## src/rtl/axi_refill_line_buffer.sv

```systemverilog
// rtl/axi_refill_line_buffer.sv - cache-line refill over an AXI-style burst read; macro REFILL_EARLY_RESTART_EN returns the critical word during FILL
module axi_refill_line_buffer #(
  parameter int DATA_WIDTH = 32,
  parameter int ADDR_WIDTH = 32,
  parameter int ID_WIDTH   = 4,
  parameter int LINE_WORDS = 4,
  parameter int REFILL_ID  = 0
) (
  input  logic                             ACLK,
  input  logic                             ARESETn,
  input  logic                             req_valid,
  input  logic [ADDR_WIDTH-1:0]            req_addr,
  output logic                             req_ready,
  output logic                             resp_valid,
  output logic [DATA_WIDTH-1:0]            resp_data,
  input  logic                             resp_ready,
  output logic                             line_valid,
  output logic [ADDR_WIDTH-1:0]            line_addr,
  output logic [DATA_WIDTH*LINE_WORDS-1:0] line_data,
  output logic                             ren,
  output logic [ID_WIDTH-1:0]              arid,
  output logic [2:0]                       arsize,
  output logic [3:0]                       arlen,
  output logic [ADDR_WIDTH-1:0]            araddr,
  input  logic                             raddr_ok,
  input  logic                             rdata_ok,
  input  logic [DATA_WIDTH-1:0]            sram_rdata,
  input  logic [ID_WIDTH-1:0]              rid,
  output logic                             data_resp
);

  // Byte-in-word bits, word-in-line bits and total line offset bits.
  localparam int BYTE_BITS = $clog2(DATA_WIDTH / 8);
  localparam int IDX_BITS  = $clog2(LINE_WORDS);
  localparam int OFF_BITS  = BYTE_BITS + IDX_BITS;
  localparam int LINE_BITS = DATA_WIDTH * LINE_WORDS;

  localparam logic [3:0]          LAST_BEAT   = 4'(LINE_WORDS - 1);
  localparam logic [ID_WIDTH-1:0] REFILL_ID_V = ID_WIDTH'(REFILL_ID);

  typedef enum logic [3:0] {
    IDLE  = 4'b0001,
    ISSUE = 4'b0010,
    FILL  = 4'b0100,
    DONE  = 4'b1000
  } state_t;

  state_t                  state_q, state_d;
  logic [ADDR_WIDTH-1:0]   line_addr_q, line_addr_d;
  logic [IDX_BITS-1:0]     crit_q, crit_d;
  logic [3:0]              beat_cnt_q, beat_cnt_d;
  logic                    resp_done_q, resp_done_d;
  logic                    line_sent_q, line_sent_d;
  logic [LINE_BITS-1:0]    line_q, line_d;
`ifdef REFILL_EARLY_RESTART_EN
  logic                    crit_seen_q, crit_seen_d;
`endif

  logic                    beat_hit;
  logic                    resp_hs;
  logic [DATA_WIDTH-1:0]   resp_word;
  logic                    unused_low;

  // Offset bits of the miss address only feed crit; the rest are intentionally dropped.
  assign unused_low = ^req_addr[OFF_BITS-1:0];

  // Only beats carrying our refill ID count; stray IDs are dropped.
  assign beat_hit = rdata_ok && (rid == REFILL_ID_V);

  // Critical word selected out of the line buffer.
  always_comb begin
    resp_word = '0;
    for (int i = 0; i < LINE_WORDS; i++) begin
      if (crit_q == IDX_BITS'(i)) begin
        resp_word = line_q[i*DATA_WIDTH +: DATA_WIDTH];
      end
    end
  end

  // Critical-word return: only in DONE by default, also in FILL once written with early restart.
  always_comb begin
`ifdef REFILL_EARLY_RESTART_EN
    resp_valid = !resp_done_q &&
                 ((state_q == DONE) || ((state_q == FILL) && crit_seen_q));
`else
    resp_valid = !resp_done_q && (state_q == DONE);
`endif
  end

  assign resp_hs = resp_valid && resp_ready;

  // Next-state and datapath updates for the refill sequence.
  always_comb begin
    state_d     = state_q;
    line_addr_d = line_addr_q;
    crit_d      = crit_q;
    beat_cnt_d  = beat_cnt_q;
    resp_done_d = resp_done_q;
    line_d      = line_q;
    line_sent_d = (state_q == DONE);
`ifdef REFILL_EARLY_RESTART_EN
    crit_seen_d = crit_seen_q;
`endif

    case (state_q)
      IDLE: begin
        if (req_valid) begin
          state_d     = ISSUE;
          line_addr_d = {req_addr[ADDR_WIDTH-1:OFF_BITS], {OFF_BITS{1'b0}}};
          crit_d      = req_addr[BYTE_BITS +: IDX_BITS];
          resp_done_d = 1'b0;
`ifdef REFILL_EARLY_RESTART_EN
          crit_seen_d = 1'b0;
`endif
        end
      end
      ISSUE: begin
        if (raddr_ok) begin
          state_d    = FILL;
          beat_cnt_d = 4'd0;
        end
      end
      FILL: begin
        if (beat_hit) begin
          for (int i = 0; i < LINE_WORDS; i++) begin
            if (beat_cnt_q == 4'(i)) begin
              line_d[i*DATA_WIDTH +: DATA_WIDTH] = sram_rdata;
            end
          end
          beat_cnt_d = beat_cnt_q + 4'd1;
`ifdef REFILL_EARLY_RESTART_EN
          if (beat_cnt_q == 4'(crit_q)) begin
            crit_seen_d = 1'b1;
          end
`endif
          if (beat_cnt_q == LAST_BEAT) begin
            state_d = DONE;
          end
        end
      end
      DONE: begin
        // Hold until the critical word is taken; leave at once if it already was.
        if (!(resp_valid && !resp_ready)) begin
          state_d = IDLE;
        end
      end
      default: begin
        state_d = IDLE;
      end
    endcase

    if (resp_hs) begin
      resp_done_d = 1'b1;
    end
  end

  // State and datapath registers; reset discards any partially filled line.
  always_ff @(posedge ACLK) begin
    if (!ARESETn) begin
      state_q     <= IDLE;
      line_addr_q <= '0;
      crit_q      <= '0;
      beat_cnt_q  <= '0;
      resp_done_q <= 1'b0;
      line_sent_q <= 1'b0;
      line_q      <= '0;
`ifdef REFILL_EARLY_RESTART_EN
      crit_seen_q <= 1'b0;
`endif
    end else begin
      state_q     <= state_d;
      line_addr_q <= line_addr_d;
      crit_q      <= crit_d;
      beat_cnt_q  <= beat_cnt_d;
      resp_done_q <= resp_done_d;
      line_sent_q <= line_sent_d;
      line_q      <= line_d;
`ifdef REFILL_EARLY_RESTART_EN
      crit_seen_q <= crit_seen_d;
`endif
    end
  end

  assign req_ready  = (state_q == IDLE);
  assign ren        = (state_q == ISSUE);
  assign arid       = ren ? REFILL_ID_V : '0;
  assign arsize     = ren ? 3'b010 : 3'b000;
  assign arlen      = ren ? LAST_BEAT : 4'd0;
  assign araddr     = ren ? line_addr_q : '0;
  assign data_resp  = (state_q == FILL);
  assign line_valid = (state_q == DONE) && !line_sent_q;
  assign line_addr  = line_addr_q;
  assign line_data  = line_q;
  assign resp_data  = resp_word;

endmodule

```

## config.mk

```make
export PLATFORM = sky130hd
export DESIGN_NAME = axi_refill_line_buffer
export DESIGN_NICKNAME = d
export VERILOG_FILES = /design/src/rtl/axi_refill_line_buffer.sv
export SDC_FILE = /design/constraint.sdc
export NUM_CORES = 1
export LEC_CHECK = 0
export ABC_CLOCK_PERIOD_IN_PS = 1700
export CORE_ASPECT_RATIO = 1.25
export CORE_MARGIN = 1.5
export CORE_UTILIZATION = 38
export DETAILED_ROUTE_END_ITERATION = 8
export HOLD_SLACK_MARGIN = 0.15
export PLACE_DENSITY_LB_ADDON = 0.3
export SLEW_MARGIN = 20
export SYNTH_ARGS = -nofsm -noshare
export SYNTH_HDL_FRONTEND = slang
export SYNTH_SLANG_ARGS = --single-unit
```

## constraint.sdc

```tcl
create_clock -name ACLK -period 1.7 [get_ports ACLK]
set_input_delay 0.255 -clock ACLK [delete_from_list [all_inputs] [get_ports ACLK]]
set_output_delay 0.255 -clock ACLK [all_outputs]
set_load 0.02 [all_outputs]
```

; After elaboration in Yosys (flattened, before gate mapping)
; Index checks and enable logic that the tools add are counted.
[op_classes]
addsub = 1
n_eq_ne = 15
muxes = 19
reduce_logical = 22
[op_table]
columns = operator, n
row1 = two-way mux 32 bit, 5
row2 = two-way mux 4 bit, 7
row3 = case mux 4 bit (4 select lines), 1
row4 = AND reduction 3 bit, 5
row5 = "equality test 4 x 2 -> 1 bit, second input constant", 3
row6 = "equality test 4 x 1 -> 1 bit, second input constant", 2
row7 = logical NOT 4 bit, 2
row8 = case mux 4 bit (2 select lines), 1
row9 = "inequality test 2 x 1 -> 1 bit, second input constant", 3
row10 = nonzero test 2 bit, 3
row11 = logical AND 1 bit, 5
row12 = AND reduction 5 bit, 1
row13 = "adder 4 x 1 -> 4 bit, second input constant", 1
row14 = "equality test 2 bit, second input constant", 2
row15 = "equality test 4 x 3 -> 1 bit, second input constant", 1
row16 = "equality test 4 bit, second input constant", 1
row17 = two-way mux 2 bit, 2
row18 = "inequality test 2 bit, second input constant", 2
row19 = AND reduction 2 bit, 2
row20 = logical NOT 1 bit, 3
row21 = two-way mux 1 bit, 3
row22 = "equality test 2 x 1 -> 1 bit, second input constant", 1
row23 = logical NOT 2 bit, 1
[totals]
reg_bits = 168
inputBits = 74
output_inout_bits = 240
wordCells = 67

; Longest topological paths before layout
; Gate-level depths: netlist (run 1).
[depth]
word_depth = 5
depth_mapped = 8
ltp_nobuf = 6

; Worst setup path after synthesis (run 1)
; Ideal clock, no wire load.
[synth_path]
path_type = register to register
start = reg state_q[3]
end = reg resp_done_q
setup_time_ns = 0.128
arrival_time_ns = 2.031
t_required_ns = 1.572
slack_ns = -0.459
stages_incl_launch_ff = 7
path_buffers = 2
synth_period_minus_slack_ns = 2.159
path_cell_list = dfxtp_1 > buf_2 > nor4b_1 > nand2_1 > clkbuf_1 > a22oi_1 > nor2_1
[synth_between]
word_cells_on_any_way = 8
classes_between = eq/ne (2) / mux (1) / reduce/logical (5)
[synth_lines]
columns = element, line_no
row1 = "start, declared", 48  ; state_t state_q, state_d;
row2 = "start signal, assigned", 171  ; state_q <= state_d;
row3 = equality test 4 x 1 -> 1 bit, --
row4 = named net req_ready, 13  ; output logic req_ready,
row5 = nonzero test 2 bit (no line), --
row6 = AND reduction 2 bit (no line), --
row7 = "end signal, assigned", 175  ; resp_done_q <= resp_done_d;
row8 = "end, declared", 52  ; logic resp_done_q, resp_done_d;
; The timed path passes the listed nets, and every way through them passes these cells.
; A chain may end at the register's enable or synchronous reset.

; Final worst setup path (run 1)
[layout_path]
start = reg state_q[2]
end = out araddr[22]
[layout_between]
elab_chain_cells = 2
[layout_lines]
columns = element, line_no
row1 = equality test 4 x 2 -> 1 bit, 185  ; assign ren = (state_q == ISSUE);
row2 = two-way mux 32 bit, 189  ; assign araddr = ren ? line_addr_q : '0;
row3 = "end, declared", 24  ; output logic [ADDR_WIDTH-1:0] araddr,
; Every way passes these cells.

==> results of run 1 <==
## cells in the mapped netlist (4+ instances only)
| cell type | instances | area [um^2] |
|---|---|---|
| mux4_2 | 32 | 721 |
| a21oi_1 | 130 | 651 |
| nor3b_1 | 4 | 30.0 |
| buf_2 | 6 | 30.0 |
| buf_4 | 28 | 210 |
| o21ai_0 | 4 | 20.0 |
| and2_1 | 28 | 175 |
| nand2_1 | 254 | 953 |
| mux2i_1 | 32 | 320 |
| clkbuf_1 | 37 | 139 |
| buf_6 | 9 | 101 |
| nand4_1 | 4 | 25.0 |
| nor2_1 | 38 | 143 |
| ha_1 | 4 | 50.1 |
| dfxtp_1 | 168 | 3360 |
## sequential cells by signal, indices dropped and copies added, names as in the netlist
signal,cells
beat_cnt_q,4
crit_q,2
line_addr,28
line_data,128
line_sent_q,1
resp_done_q,1
state_q,4
## worst paths after layout
path,startpoint,endpoint,slack [ns],depth (start not counted)
setup / recovery,state_q[2]$_SDFFE_PN0P_,araddr[22],-0.38,7
hold reg to reg,line_data[36]$_SDFFE_PN0P_,line_data[36]$_SDFFE_PN0P_,0.48,2
hold / removal,req_addr[20],line_addr[20]$_SDFFE_PN0P_,0.39,3
setup reg to reg,state_q[3]$_SDFFE_PN0P_,line_data[112]$_SDFFE_PN0P_,-0.34,10
## stage by stage
| step | setup TNS [ns] | utilization | setup slack, ns |
|---|---|---|---|
| 3_3_place_gp | -45.06 | 0.580 | -0.367 |
| 5_1_grt | -69.74 | 0.771 | -0.463 |
| 6_report | -55.73 | 0.771 | -0.381 |
| 3_5_place_dp | -54.18 | 0.580 | -0.363 |
| 4_1_cts | -56.80 | 0.673 | -0.362 |
| 2_1_floorplan | -7.35 | - | -0.131 |
## timing repair
action                                  in CTS  in global routing
gates cloned                                19                 15
endpoints found under the setup margin     269                314
setup buffers                               26                 15
pin swaps                                   83                177
resized for setup                          602                468
## layout by cell type (no fill, tap or decap), drive strengths merged, types with 2 or more instances in the layout
| cell type | n |
|---|---|
| clkinv | 2 |
| inv | 12 |
| mux2i | 32 |
| a21oi | 130 |
| dlygate4sd2 | 57 |
| o21ai | 4 |
| nor3 | 3 |
| nor2 | 38 |
| nand3 | 2 |
| ha | 4 |
| a21boi | 2 |
| clkdlybuf4s50 | 90 |
| dfxtp | 168 |
| or3 | 3 |
| nand4 | 5 |
| nand2 | 254 |
| dlymetal6s2s | 80 |
| mux4 | 32 |
| nor3b | 4 |
| nor4b | 4 |
| nor2b | 2 |
| a22oi | 2 |
| and2 | 29 |
| conb | 16 |
| clkbuf | 30 |
| buf | 205 |
| and4 | 3 |
## cell type report
type / count / area [um^2] / share of cell area
Timing Repair Buffer: 443 / 5160 / 0.358
Multi-Input combinational cell: 577 / 4980 / 0.346
Sequential cell: 168 / 3370 / 0.234
Clock buffer: 19 / 453 / 0.0314
Tap cell: 232 / 290 / 0.0201
Clock inverter: 13 / 151 / 0.0105
Inverter: 3 / 13.8 / 0.000954
## power breakdown
| group | leakage, uW | total (uW) | internal [uW] | switching (uW) |
|---|---|---|---|---|
| clock network | 0.000296 | 4010 | 2180 | 1840 |
| registers | 0.00136 | 4050 | 3980 | 60.7 |
| logic | 0.00594 | 1130 | 515 | 612 |
## worst min-delay path, stage by stage
cell and delay [ns]:
clkdlybuf4s50_1 0.42, nand2_2 0.07, a21oi_2 0.04
## kinds of logic (layout without fill, tap and decap cells)
group / count (synthesis) / in the layout / synth area share
other: 1 / 16 / 0.000520
and+or+nand+nor: 352 / 352 / 0.212
AOI/OAI and AO/OA: 141 / 141 / 0.100
buffers and inverters: 85 / 478 / 0.0692
muxes: 64 / 64 / 0.144
adders and majority gates: 4 / 4 / 0.00694
DFF: 168 / 168 / 0.467
## routing by layer
layer  routed length (um)  up-vias  global-route usage  part of all wire
met5                    0        -                   0                 0
met4                 1220        0               0.127             0.037
met3                 2210       91              0.0625             0.068
met2                17500      429               0.503              0.54
met1                11700     3974               0.306              0.36
li1                     -     3515                   -                 -
==> flow_summary.yaml, run 1 <==
global_routing:
  grt_max_degree: 67
  grt_pass1_vias: 7402
  antenna_found_initial: 0
  track_usage: 0.276
  grt-ovfl-total: 0
  grt_pass1_wl_mm: 41.3
place:
  placed_area_um2: 10900
  place_congestion: 0.784
  port_buffers: 295
  dp_hpwl_mm: 16.2
  placed_cells: 1360
clock_tree:
  clk_latency_ns: 0.43
  cts_hold_buf: 0
  cts_root_buf: "clkbuf_16"
  cts_buffers: 17
  clockBufferDepth: 2
  htreeDepth: 4
  cts_sinks: 168
  cts_tree: "done"
  clkTransAtPathRegs_ns: 0.07
worst_setup_path:
  cp_cell_sequence: "buf_6 > nor4b_4 > buf_4 > buf_6 > buf_12 > and2_4 > buf_6"
  cpMaxStageDelayCell: "dfxtp_2"
  crit_path_start_kind: "flip-flop"
  crit_type: "flip-flop to output port"
  arrival_ns: 1.83
  crit_fanout: 5
  end_kind: "output port"
  critical-path-top-delay-family: "buffers and inverters"
  crit_top_cell: "buf_6"
  worstPathBufferInverterCount: 5
  crit_required_ns: 1.44
  cp_slowest_stage_delay_ns: 0.33
run_status:
  violations: "negative setup slack"
  outcome: "complete, but fails checks"
floorplanning:
  die_h_um: 157
  core_area_um2: 18700
  rows: 56
  die_x_um: 126
  start_util: 0.385
  die-area_um2: 19800
  ios: 314
detailed_routing:
  drc: 0
  vias: 8009
  post_drt_wl_per_cell_um: 22.5
  wirelength_mm: 32.7
  dr.pass1.iters: 5
  drtIter0Drc: 458
  ant_nets: 0
  viasPerCell: 5.50
timing:
  drv_slew: 0
  hold_viol: 0
  setup_violations: 235
  holdWs_ns: 0.387
  rsz0062_at_grt: "yes"
  skew_ns: 0.0128
  fin_crit_sh: 1.22
  layout_setup_ws_ns: -0.381
  max_freq_ghz: 0.481
  finalCriticalPeriod_ns: 2.08
final_layout:
  nNetsFinal: 1288
  fill_cells: 1145
  final_cells: 1455
  area_delta_synth_final_pct: 100
  final_cell_area_um2: 14400
  antenna_cells: 0
  drive_gt1_frac: 0.500
synth:
  ys_types: 37
  ys.warnings.count: 0
  synth-edff-count: 0
  ys_ff_latch: 168
  async_reset_ff_frac: 0
  postSynthAreaPerCell_um2: 8.85
  ys_seq_area_frac: 0.467
  ys.flop_type: "dfxtp_1"
  syn_area_um2: 7210
  synthCells: 815
power:
  cellPowerDensity_nw_per_um2: 637
  p_leak_uw: 0.00760
  finalPower_uw: 9190
  peakVddDrop_mv: 0.648
run:
  drv_cap: 0
hold_path:
  hold_class: "primary input to flip-flop"
Note: power is estimated with default switching activity, not from simulation.
==> run 2: changes to the inputs <==
--- a/config.mk
+++ b/config.mk
@@ -7,7 +7,7 @@
 export LEC_CHECK = 0
 export ABC_CLOCK_PERIOD_IN_PS = 1700
 export CORE_ASPECT_RATIO = 1.25
-export CORE_MARGIN = 1.5
+export CORE_MARGIN = 5
 export CORE_UTILIZATION = 38
 export DETAILED_ROUTE_END_ITERATION = 8
 export HOLD_SLACK_MARGIN = 0.15
==> flow_summary.yaml, run 2 (synthesis gave the netlist of run 1 again) <==
run_status:
  outcome: "complete, but fails checks"
  violations: "negative setup slack"
worst_setup_path:
  arrival_ns: 1.84
  reg2reg_slack_ns: -0.22
  rr_worst_depth: 9
  setup.worst_path.end: "resp_data[2]"
  crit_fanout: 5
  crit_start: "crit_q[1]$_SDFFE_PN0P_"
  crit_path_start_kind: "flip-flop"
  crit_required_ns: 1.44
  crit_type: "flip-flop to output port"
  timing.rr.start: "state_q[0]$_SDFFE_PN1P_"
  r2r-end: "line_data[44]$_SDFFE_PN0P_"
  end_kind: "output port"
clock_tree:
  cts_buffers: 17
  clk_latency_ns: 0.42
  cts_sinks: 168
  cts_root_buf: "clkbuf_16"
  htreeDepth: 4
  cts_tree: "done"
  clockBufferDepth: 2
  clkTransAtPathRegs_ns: 0.07
timing:
  skew_ns: 0.00990
  max_freq_ghz: 0.477
  fin_crit_sh: 1.23
  finalCriticalPeriod_ns: 2.09
  drv_slew: 0
  hold_viol: 0
  tns_ns: -35.00
  layout_setup_ws_ns: -0.394
  rsz0062_at_grt: "yes"
  setup_violations: 198
  holdWs_ns: 0.382
final_layout:
  largest_reg_flops: 128
  final_cells: 1416
  final_common_cell: "dfxtp_1"
  final_cell_area_um2: 13500
  drive_gt1_frac: 0.403
  seqCellArea_um2: 3370
  most-common-layout-cells: "163 x dfxtp_1, 156 x nand2_1, 124 x clkdlybuf4s50_1, 96 x dlymetal6s2s_1, 90 x a21oi_2"
  nNetsFinal: 1249
  multiInputGateArea_um2: 4570
  fill_cells: 1297
  area_delta_synth_final_pct: 87.2
  antenna_cells: 0
floorplanning:
  die-area_um2: 21800
  die_h_um: 164
  ios: 314
  core_area_um2: 18700
  die_x_um: 133
  rows: 56
  start_util: 0.385
global_routing:
  antenna_found_initial: 0
  grt_pass1_wl_mm: 39.3
  grt-ovfl-total: 0
  grt_max_degree: 49
  track_usage: 0.231
  grt_pass1_vias: 7139
place:
  dp_hpwl_mm: 17.6
  port_buffers: 295
  placed_cells: 1344
  place_congestion: 0.815
  dp_slack_ns: -0.463
  placed_area_um2: 10700
power:
  peakVddDrop_mv: 0.661
  clock_power_share: 0.433
  p_leak_uw: 0.00734
  seqPwrFrac: 0.458
  power.internal_uw: 6530
  p_sw_uw: 2290
  switching_share: 0.260
  cellPowerDensity_nw_per_um2: 654
  combPwrFrac: 0.109
detailed_routing:
  wirelength_mm: 29.9
  viasPerCell: 5.27
  drtIter0Drc: 378
  post_drt_wl_per_cell_um: 21.1
  vias: 7456
  drc: 0
  dr.pass1.iters: 5
  ant_nets: 0
hold_path:
  whs_path_depth: 3
  hold_class: "primary input to flip-flop"
run:
  drv_cap: 0
run 2: changes by cell type in the layout (fill, tap and decap cells not counted), moves of 3 or more:
cell | previous run | this run
a21oi_2 | 112 | 90
buf_4 | 70 | 57
buf_6 | 94 | 79
clkdlybuf4s50_1 | 90 | 124
nand2_1 | 90 | 156
buf_12 | 22 | 19
nand2_2 | 52 | 11
buf_16 | 14 | 4
a21oi_1 | 17 | 40
dlygate4sd2_1 | 57 | 7
buf_2 | 0 | 3
nand2_4 | 111 | 87
dlymetal6s2s_1 | 80 | 96
run 2: area by class of cell:
cell class	instances	area share
clock inverters	13	0.00992
well taps	232	0.0215
multi-input cells	577	0.339
inverters	3	0.00102
repair buffers	404	0.346
clock buffers	19	0.0328
flip-flops and latches	168	0.250
run 2: critical path, cell delays in order, from the launching register on:
cell	delay, ns
dfxtp_4	0.42
buf_6	0.15
clkbuf_16	0.16
mux4_2	0.53
buf_6	0.15
run 2: timing repair:
item                       CTS  global route
setup endpoints to repair  162           299
gates resized for setup    375           485
hold buffers                 0             0
buffers inserted            10            12
cloned                       7            14
pin swaps                    6           130
run 2: how the worst min path moves through the flow:
stage	from	to	slack, ns
finish	req_addr[19]	line_addr[19]$_SDFFE_PN0P_	0.38
detailed placement	line_data[33]$_SDFFE_PN0P_	line_data[33]$_SDFFE_PN0P_	0.46
floorplan	ARESETn	state_q[0]$_SDFFE_PN1P_	0.33
global route	req_addr[24]	line_addr[24]$_SDFFE_PN0P_	0.37
CTS	req_addr[20]	line_addr[20]$_SDFFE_PN0P_	0.37
global placement	line_data[64]$_SDFFE_PN0P_	line_data[64]$_SDFFE_PN0P_	0.45
run 2: power groups by stage:
| stage | Sequential [uW] | Clock (uW) | Combinational, uW |
|---|---|---|---|
| after floorplan | 4160 | 0 | 338 |
| after global placement | 4120 | 0 | 786 |
| after detailed placement | 4120 | 0 | 792 |
| after CTS | 4040 | 3860 | 842 |
| after global routing | 4050 | 4070 | 1020 |
| final | 4040 | 3820 | 963 |
run 2: metal layers:
metal / track usage / wire length (um) / part of all wire / vias up
met1: 0.274 / 11100 / 0.37 / 3642
met4: 0.0800 / 794 / 0.027 / 0
met3: 0.0579 / 2060 / 0.069 / 49
li1: - / - / - / 3427
met5: 0 / 0 / 0 / -
met2: 0.408 / 15900 / 0.53 / 338
run 2: through the flow:
step                utilization  total power (uW)
floorplan                     -              4500
global placement          0.574              4910
detailed placement        0.574              4920
CTS                       0.616              8740
global route              0.721              9130
finish                    0.721              8820
==> run 3: changes to the inputs <==
--- a/config.mk
+++ b/config.mk
@@ -10,7 +10,7 @@
 export CORE_MARGIN = 5
 export CORE_UTILIZATION = 38
 export DETAILED_ROUTE_END_ITERATION = 8
-export HOLD_SLACK_MARGIN = 0.15
+export HOLD_SLACK_MARGIN = 0.12
 export PLACE_DENSITY_LB_ADDON = 0.3
 export SLEW_MARGIN = 20
 export SYNTH_ARGS = -nofsm -noshare
==> results of run 3 <==
Final layout, timing and power as in run 2 (identical DEF).
